<file path="config.mk">
export PLATFORM = sky130hd
export DESIGN_NAME = divider_arbiter
export DESIGN_NICKNAME = d
export VERILOG_FILES = /design/src/rtl/divider_arbiter.sv
export SDC_FILE = /design/constraint.sdc
export NUM_CORES = 1
export LEC_CHECK = 0
export ABC_AREA = 1
export CAP_MARGIN = 20
export CELL_PAD_IN_SITES_DETAIL_PLACEMENT = 1
export CELL_PAD_IN_SITES_GLOBAL_PLACEMENT = 1
export CORE_AREA = 2 2 185 187
export CTS_CLUSTER_DIAMETER = 100
export CTS_CLUSTER_SIZE = 20
export DETAILED_ROUTE_END_ITERATION = 12
export DIE_AREA = 0 0 187 189
export PLACE_DENSITY_LB_ADDON = 0.1
export SYNTH_ARGS = -nofsm -noshare
export SYNTH_HDL_FRONTEND = slang
export SYNTH_SLANG_ARGS = --single-unit
</file>
<file path="constraint.sdc">
create_clock -name clk -period 2.4 [get_ports clk]
set_input_delay 0.36 -clock clk [delete_from_list [all_inputs] [get_ports clk]]
set_output_delay 0.36 -clock clk [all_outputs]
set_load 0.02 [all_outputs]
</file>
<file path="src/rtl/divider_arbiter.sv">
// Round-robin front end that shares one restoring divider among NREQ requesters.
// Optional WAIT watchdog: define DIVARB_TIMEOUT_EN.
module divider_arbiter #(
    parameter int WIDTH   = 32,
    parameter int NREQ    = 4,
    parameter int TIMEOUT = 64
) (
    input  logic                  clk,
    input  logic                  reset,
    input  logic [NREQ-1:0]       req,
    input  logic [NREQ*WIDTH-1:0] req_dividend,
    input  logic [NREQ*WIDTH-1:0] req_divider,
    input  logic [NREQ-1:0]       req_sign,
    output logic [NREQ-1:0]       grant,
    output logic [NREQ-1:0]       done,
    output logic [WIDTH-1:0]      quotient,
    output logic [WIDTH-1:0]      remainder,
    output logic                  div_by_zero,
    output logic                  timeout,
    output logic                  busy,
    output logic                  div_start,
    output logic [WIDTH-1:0]      div_dividend,
    output logic [WIDTH-1:0]      div_divider,
    output logic                  div_sign,
    input  logic                  div_ready,
    input  logic [WIDTH-1:0]      div_quotient,
    input  logic [WIDTH-1:0]      div_remainder
);
    localparam int IW = (NREQ > 1) ? $clog2(NREQ) : 1;

    localparam logic [1:0] IDLE  = 2'd0;
    localparam logic [1:0] ISSUE = 2'd1;
    localparam logic [1:0] WAIT  = 2'd2;
    localparam logic [1:0] DONE  = 2'd3;

    logic [1:0]       state_q, state_d;
    logic [IW-1:0]    last_q, last_d;
    logic [IW-1:0]    owner_q, owner_d;
    logic             zero_q, zero_d;
    logic [NREQ-1:0]  grant_q, grant_d;
    logic [NREQ-1:0]  done_q, done_d;
    logic             start_q, start_d;
    logic             busy_q;
    logic [WIDTH-1:0] quot_q, quot_d;
    logic [WIDTH-1:0] rem_q, rem_d;
    logic             dbz_q, dbz_d;
    logic [WIDTH-1:0] dvd_q, dvd_d;
    logic [WIDTH-1:0] dvs_q, dvs_d;
    logic             sgn_q, sgn_d;
`ifdef DIVARB_TIMEOUT_EN
    localparam int CW = $clog2(TIMEOUT + 1);
    logic [CW-1:0]    cnt_q, cnt_d;
    logic             tmo_q, tmo_d;
`endif

    logic             win_found;
    logic [IW-1:0]    win_idx;
    logic [IW-1:0]    cand;
    logic [WIDTH-1:0] win_dividend;
    logic [WIDTH-1:0] win_divider;
    logic             win_sign;
    logic [NREQ-1:0]  win_oh;
    logic [NREQ-1:0]  owner_oh;

    // Walk downward so the nearest set bit after last_q is the one that sticks.
    always_comb begin
        win_found = 1'b0;
        win_idx   = '0;
        cand      = '0;
        for (int k = NREQ; k >= 1; k--) begin
            cand = IW'((int'(last_q) + k) % NREQ);
            if (req[cand]) begin
                win_found = 1'b1;
                win_idx   = cand;
            end
        end
    end

    always_comb begin
        win_dividend = '0;
        win_divider  = '0;
        win_sign     = 1'b0;
        for (int i = 0; i < NREQ; i++) begin
            if (win_idx == IW'(i)) begin
                win_dividend = req_dividend[i*WIDTH +: WIDTH];
                win_divider  = req_divider[i*WIDTH +: WIDTH];
                win_sign     = req_sign[i];
            end
        end
    end

    assign win_oh   = NREQ'(1) << win_idx;
    assign owner_oh = NREQ'(1) << owner_q;

    // NOTE: every _d gets a default before the case so no path can infer a latch.
    always_comb begin
        state_d = state_q;
        last_d  = last_q;
        owner_d = owner_q;
        zero_d  = zero_q;
        grant_d = '0;
        done_d  = '0;
        start_d = 1'b0;
        quot_d  = quot_q;
        rem_d   = rem_q;
        dbz_d   = dbz_q;
        dvd_d   = dvd_q;
        dvs_d   = dvs_q;
        sgn_d   = sgn_q;
`ifdef DIVARB_TIMEOUT_EN
        cnt_d   = cnt_q;
        tmo_d   = tmo_q;
`endif
        case (state_q)
            IDLE: begin
                if (win_found) begin
                    state_d = ISSUE;
                    last_d  = win_idx;
                    owner_d = win_idx;
                    grant_d = win_oh;
                    dvd_d   = win_dividend;
                    dvs_d   = win_divider;
                    sgn_d   = win_sign;
                    zero_d  = (win_divider == '0);
                    start_d = (win_divider != '0);
                end
            end
            ISSUE: begin
                // A zero divisor skips the divider but still spends this cycle so done trails grant by one.
                if (zero_q) begin
                    state_d = DONE;
                    done_d  = owner_oh;
                    quot_d  = '1;
                    rem_d   = dvd_q;
                    dbz_d   = 1'b1;
`ifdef DIVARB_TIMEOUT_EN
                    tmo_d   = 1'b0;
`endif
                end else begin
                    state_d = WAIT;
`ifdef DIVARB_TIMEOUT_EN
                    cnt_d   = '0;
`endif
                end
            end
            WAIT: begin
                if (div_ready) begin
                    state_d = DONE;
                    done_d  = owner_oh;
                    quot_d  = div_quotient;
                    rem_d   = div_remainder;
                    dbz_d   = 1'b0;
`ifdef DIVARB_TIMEOUT_EN
                    tmo_d   = 1'b0;
                end else if (cnt_q == CW'(TIMEOUT - 1)) begin
                    state_d = DONE;
                    done_d  = owner_oh;
                    quot_d  = '0;
                    rem_d   = '0;
                    dbz_d   = 1'b0;
                    tmo_d   = 1'b1;
                end else begin
                    cnt_d   = cnt_q + 1'b1;
`endif
                end
            end
            DONE:    state_d = IDLE;
            default: state_d = IDLE;
        endcase
    end

    // NOTE: registered state uses non-blocking assignments so all flops update together at the edge.
    always_ff @(posedge clk) begin
        if (reset) begin
            state_q <= IDLE;
            last_q  <= IW'(NREQ - 1);
            owner_q <= '0;
            zero_q  <= 1'b0;
            grant_q <= '0;
            done_q  <= '0;
            start_q <= 1'b0;
            busy_q  <= 1'b0;
            quot_q  <= '0;
            rem_q   <= '0;
            dbz_q   <= 1'b0;
            dvd_q   <= '0;
            dvs_q   <= '0;
            sgn_q   <= 1'b0;
`ifdef DIVARB_TIMEOUT_EN
            cnt_q   <= '0;
            tmo_q   <= 1'b0;
`endif
        end else begin
            state_q <= state_d;
            last_q  <= last_d;
            owner_q <= owner_d;
            zero_q  <= zero_d;
            grant_q <= grant_d;
            done_q  <= done_d;
            start_q <= start_d;
            busy_q  <= (state_d != IDLE);
            quot_q  <= quot_d;
            rem_q   <= rem_d;
            dbz_q   <= dbz_d;
            dvd_q   <= dvd_d;
            dvs_q   <= dvs_d;
            sgn_q   <= sgn_d;
`ifdef DIVARB_TIMEOUT_EN
            cnt_q   <= cnt_d;
            tmo_q   <= tmo_d;
`endif
        end
    end

    assign grant        = grant_q;
    assign done         = done_q;
    assign div_start    = start_q;
    assign busy         = busy_q;
    assign quotient     = quot_q;
    assign remainder    = rem_q;
    assign div_by_zero  = dbz_q;
    assign div_dividend = dvd_q;
    assign div_divider  = dvs_q;
    assign div_sign     = sgn_q;
`ifdef DIVARB_TIMEOUT_EN
    assign timeout      = tmo_q;
`else
    // Constant 0; TIMEOUT has no effect in this build.
    assign timeout      = (TIMEOUT < 0);
`endif

endmodule

</file>
==> results <==
cell type report:
class | count | area (um^2)
fillers | 4048 | 18700
repair buffers | 601 | 6020
multi-input cells | 806 | 4200
flip-flops and latches | 147 | 2950
well taps | 448 | 561
clock buffers | 20 | 447
inverters | 68 | 263
clock inverters | 12 | 179
diodes | 4 | 10.0
how the worst max path moves through the flow:
stage	from	end	slack, ps
floorplan	last_q[0]	div_dividend[15]	250
detailed placement	req[2]	zero_q	-700
CTS	last_q[0]	zero_q	-80
global placement	req[2]	zero_q	-660
global route	last_q[0]	div_start	-300
finish	last_q[0]	div_start	-110
per-stage QoR:
stage | instances | setup TNS (ps) | setup WS (ps) | hold WS (ps) | power, W
2_1_floorplan | 1110 | 0 | 253 | 436 | 0.0114
3_3_place_gp | 2040 | -19740 | -662 | 451 | 0.0187
3_5_place_dp | 2040 | -21440 | -700 | 456 | 0.0188
4_1_cts | 2081 | -134 | -83.3 | 253 | 0.0226
5_1_grt | 2106 | -2170 | -299 | 242 | 0.0257
6_report | 2106 | -220 | -112 | 241 | 0.0238
critical path: stages (launching register included):
cell and delay [ps]:
dfxtp_4 370, clkbuf_16 170, o21ai_4 150, nand2_2 90, nand2_2 90, nand2_4 60
nand2_2 80, nand2_4 70, nand2_8 100, nor2_4 70, buf_12 150, buf_12 130
nand2_2 60, nand3_2 70, nor2_2 130, nand2_1 80, nor2_1 110, nand2_1 90
nor2_2 150, buf_4 130, a21oi_2 40
placed cells by master (no fill, tap or decap), types with 5 or more instances in the layout:
| cell | synthesis | final |
|---|---|---|
| a21oi_1 | 72 | 66 |
| a21oi_2 | 1 | 7 |
| a221oi_2 | 0 | 9 |
| a31oi_1 | 59 | 59 |
| buf_12 | 0 | 18 |
| buf_4 | 4 | 101 |
| buf_6 | 6 | 6 |
| clkbuf_16 | 0 | 20 |
| clkdlybuf4s50_1 | 0 | 469 |
| dfxtp_1 | 147 | 145 |
| inv_1 | 62 | 54 |
| inv_2 | 6 | 12 |
| nand2_1 | 266 | 249 |
| nand2_2 | 6 | 18 |
| nand3_1 | 84 | 72 |
| nand3_2 | 0 | 12 |
| nand4_1 | 22 | 22 |
| nor2_1 | 102 | 81 |
| nor2_2 | 5 | 21 |
| nor2_4 | 1 | 6 |
| nor3_1 | 10 | 10 |
| nor4_1 | 5 | 5 |
| o21ai_0 | 140 | 138 |
sequential cells by signal (all words and copies together) (netlist names), 2 cells and up:
| signal | cells |
|---|---|
| div_divider | 32 |
| div_dividend | 32 |
| remainder | 32 |
| state_q | 2 |
| done | 4 |
| owner_q | 2 |
| grant | 4 |
| quotient | 32 |
| last_q | 2 |
kinds of logic (layout without fill, tap and decap cells):
logic type,count (synthesis),in the layout
fa+ha+maj,3,3
other cells,1,5
compound gates,297,297
simple gates,505,505
flops,147,147
buf+inv,157,701
per-layer routing:
metal | part of all wire | global-route usage | vias to the layer above
met4 | 0.027 | 0.0730 | 0
met2 | 0.49 | 0.405 | 350
met1 | 0.41 | 0.273 | 4612
li1 | - | - | 4812
met5 | 0 | 0 | -
met3 | 0.067 | 0.0608 | 53
power by group through the flow:
stage | logic, W | registers, W | clock network, W
2_1_floorplan | 0.00633 | 0.00509 | 0
3_3_place_gp | 0.0146 | 0.00409 | 0
3_5_place_dp | 0.0147 | 0.00412 | 0
4_1_cts | 0.0155 | 0.00409 | 0.00298
5_1_grt | 0.0184 | 0.00422 | 0.00309
6_report | 0.0168 | 0.00409 | 0.00291
timing repair:
item / in CTS / in global routing
cloned: 1 / 3
setup endpoints to repair: 26 / 42
pin swaps: 11 / 38
gates resized for setup: 40 / 77
buffers inserted: 8 / 18
==> summary.md <==
| Metric | Value |
|---|---|
| Worst hold stages | `2` |
| Final hold vios | `0` |
| Final Util | `0.439` |
| Setup WS post-layout | `-112 ps` |
| Synth Area in XOR/XNOR | `0` |
| Chip Height | `189 um` |
| Synth Area in Adders | `0.00504` |
| Tcrit/Tclk final | `1.05` |
| Switching power | `0.0109 W` |
| Vias | `9827` |
| DRT iter0 DRCs | `309` |
| Unique cell type count in the Yosys netlist | `31` |
| Clock skew | `13.4 ps` |
| Max-cap viol count | `0` |
| Sequential area share after synthesis | `0.395` |
| Crit start category | `flop` |
| Maximum number of pins on one net before global-route repair | `79` |
| Status | `finished, violations left` |
| First-pass GRT wire length | `62100 um` |
| Starting Density | `0.224` |
| Final ANT Viol Nets | `0` |
| CORE AREA | `0.0333 mm^2` |
| Seq pwr share | `0.172` |
| Grt total ovfl | `0` |
| RSZ-0062 raised after global routing | `yes` |
| Clock Path Buffers | `2` |
| Final instance area | `0.0146 mm^2` |
| CTS Sinks | `147` |
| Root Driver | `clkbuf_16` |
| Port bufs | `470` |
| Register clock-pin slew on the reported worst setup and hold paths | `60 ps` |
| Switch share | `0.458` |
| Simple-Gate Fraction of Synth Area | `0.289` |
| Hold_sp | `reset` |
| Cell taking the most area after synthesis | `dfxtp_1` |
| Number of synthesized flops with an enable pin | `0` |
| CTS tree | `yes` |
| Ratio of cells with drive above 1 in the final layout | `0.161` |
| Worst skew pair latency | `440 ps` |
| Count leader, synth | `nand2_1` |
| Synth area leaders | `dfxtp_1, nand2_1, o21ai_0` |
| Post-synthesis instance total | `1110` |
| Setup slack, reg-to-reg | `-110 ps` |
| # rows | `67` |
| Layout area overhead | `96.5%` |
| Mean area per synthesized cell | `6.70 um^2` |
| Combinational fraction of design power | `0.706` |
| Async SR Flop Fraction | `0` |
| CP required | `2720 ps` |
| FMAX | `398 MHz` |
| Mapped Area | `0.00744 mm^2` |
| WL per Instance | `20.0 um` |
| Final Slew Violations | `0` |
| Synth top cells by count | `nand2_1, dfxtp_1, o21ai_0, nor2_1, nand3_1` |
| Drt first pass iters | `4` |
| WHS Endpoint | `div_dividend[26]` |
| Placed Area | `0.0132 mm^2` |
| Die Area | `0.0353 mm^2` |
| FF+latch count, synth | `147` |
| Vias per cell | `4.67` |
| Die W | `187 um` |
| Total track usage | `0.230` |
| Largest family of logic cells by synthesized area | `simple AND/OR/NAND/NOR gates` |
| Post-route DRC | `0` |
| Final setup fails | `2` |
| Post-synthesis mux area share | `0` |
| DP Wirelength | `32900 um` |
| Launch point of the worst reg-to-reg path | `last_q[0]` |
| Setup CP Type | `flop to flop` |
| Failing checks | `negative setup slack` |
| Clock Power Share | `0.122` |
| Final critical-path required period | `2510 ps` |
| Worst reg2reg path endpoint | `div_start` |
| H-tree levels | `4` |
| Worst-path maximum fanout | `7` |
| Leakage | `5.80 nW` |
| Synth warn | `0` |
| Cell-internal power | `0.0129 W` |
| Vias in the first global route | `10.3k` |
| Gp weighted congestion | `0.887` |
| Complex-gate fraction of the synthesized area | `0.220` |
| Routed wire length | `42100 um` |
| # IOs | `472` |
| Hold buffer count at cts | `0` |
| PwrDens | `1630 mW/mm^2` |
| Crit end category | `flop` |
| NumNets Final | `1975` |
| Reg2reg path depth | `20` |
| Number of CTS-inserted buffers | `17` |
| CP arrival | `2830 ps` |
| Top_reg_cell synth | `dfxtp_1` |
| Synth top area share | `0.395` |
| Peak supply drop | `0.733 mV` |
| HP Class | `primary input to flop` |
| Syn_nets | `1444` |
| Initial antenna violation count | `4` |
Note: power is estimated with default switching activity, not from simulation.
==> RTL edit: new RTL, same flow settings <==
The parameter `WIDTH` goes from 32 to 28.
--- a/src/rtl/divider_arbiter.sv
+++ b/src/rtl/divider_arbiter.sv
@@ -1,7 +1,7 @@
 // Round-robin front end that shares one restoring divider among NREQ requesters.
 // Optional WAIT watchdog: define DIVARB_TIMEOUT_EN.
 module divider_arbiter #(
-    parameter int WIDTH   = 32,
+    parameter int WIDTH   = 28,
     parameter int NREQ    = 4,
     parameter int TIMEOUT = 64
 ) (
Ports: changed (8 resized); port bits go from 472 to 416. The function was not compared with the original's and may differ.
==> RTL edit against the unedited design <==
  * Critical path type unchanged
  * Cell area fell by 11%
  * Global-route usage fell by 3.3 points
  * Die area did not move
  * Utilization fell by 5.0 points
  * Sequential cell count fell by 16
  * Area after synthesis fell by 11%
  * Non-clock buffer count fell by 80
  * Routed wire length fell by 15%
  * Clock skew fell by 0.0037 ns
  * Maximum frequency rose by 5.6%
  * Total power fell by 12%
  * Worst setup slack improved by 0.13 ns
==> RTL edit: results <==
[status]
status = "complete, no violations"

[detailed_routing]
wirelength_um = 35800
routed-wl-met2_um = 17200
drt-pass1-iter-count = 6
vias = 8573
drt-initial-drc-count = 330

[global_routing]
met2_usage_pct = 33.0
antenna_found_initial = 1
grt_pass1_vias = 8895
grt_max_degree = 85
track_usage_pct = 19.7
met3_usage_pct = 5.25
grt_first_pass_wirelength_um = 53700

[pwr]
irDropWorstVdd_mv = 0.823
powerClk_mw = 2.78
powerDensity_mw_per_mm2 = 1610
p_int_mw = 11.4

[placement]
port_buffers = 414
placed_area_sq_mm = 0.0117
pre_cts_slack_ns = -0.536
place.gp.congestion = 0.811

[layout]
nFillCells = 4004
post_route_cells_drive_above_1_share_pct = 15.3
layout.nets = 1741
final_cells = 1907

[synth]
avgSynthCellArea_sq_um = 6.71
ys_types = 28
synth_fp_nets = 1280
synthTopCellsByArea = "dfxtp_1 (40%), nand2_1 (14%), o21ai_0 (8.3%)"
yosys-top-cells-count = "nand2_1 (247), dfxtp_1 (131), o21ai_0 (110), nor2_1 (95), nand3_1 (72)"
ys_seq_area_share_pct = 39.6

[clocking]
worstSkewPairLatency_ns = 0.42
cts_resized = 55

[sta]
whs_ns = 0.314
finClkSkew_ns = 0.00968

[worst_hold_path]
hold_depth = 4
worstHoldEndpoint = "div_divider[20]"

[critical_path]
cp.arrival_ns = 2.73
r2r_end = "zero_q"
regToRegSetupSlack_ns = 0.02
r2r_cells = 17
## RTL edit: cell count changes after synthesis, moves of 11 or more
cell / before / now
nand3_1: 84 / 72
o21ai_0: 140 / 110
a21oi_1: 72 / 48
nand2_1: 266 / 247
dfxtp_1: 147 / 131
clkbuf_1: 59 / 48
## RTL edit: area by class of cell
type                       count  area, sq um  share of cell area [%]
clock inverter                12          184                    1.42
multi-input combinational    712         3700                    28.5
clock buffer                  18          429                    3.31
tap                          448          561                    4.32
inverter                      64          249                    1.92
timing repair buffer         521         5220                    40.2
antenna                        1         2.50                  0.0193
sequential                   131         2630                    20.3
## RTL edit: cell families (layout without fill, tap and decap cells)
group           count (synthesis)  in the layout  synth area share, %
compound gates                243            243                 20.7
fa+ha+maj                       3              3                0.567
buf+inv                       144            615                 9.38
flops                         131            131                 39.6
other cells                     1              2               0.0567
simple gates                  464            465                 29.6
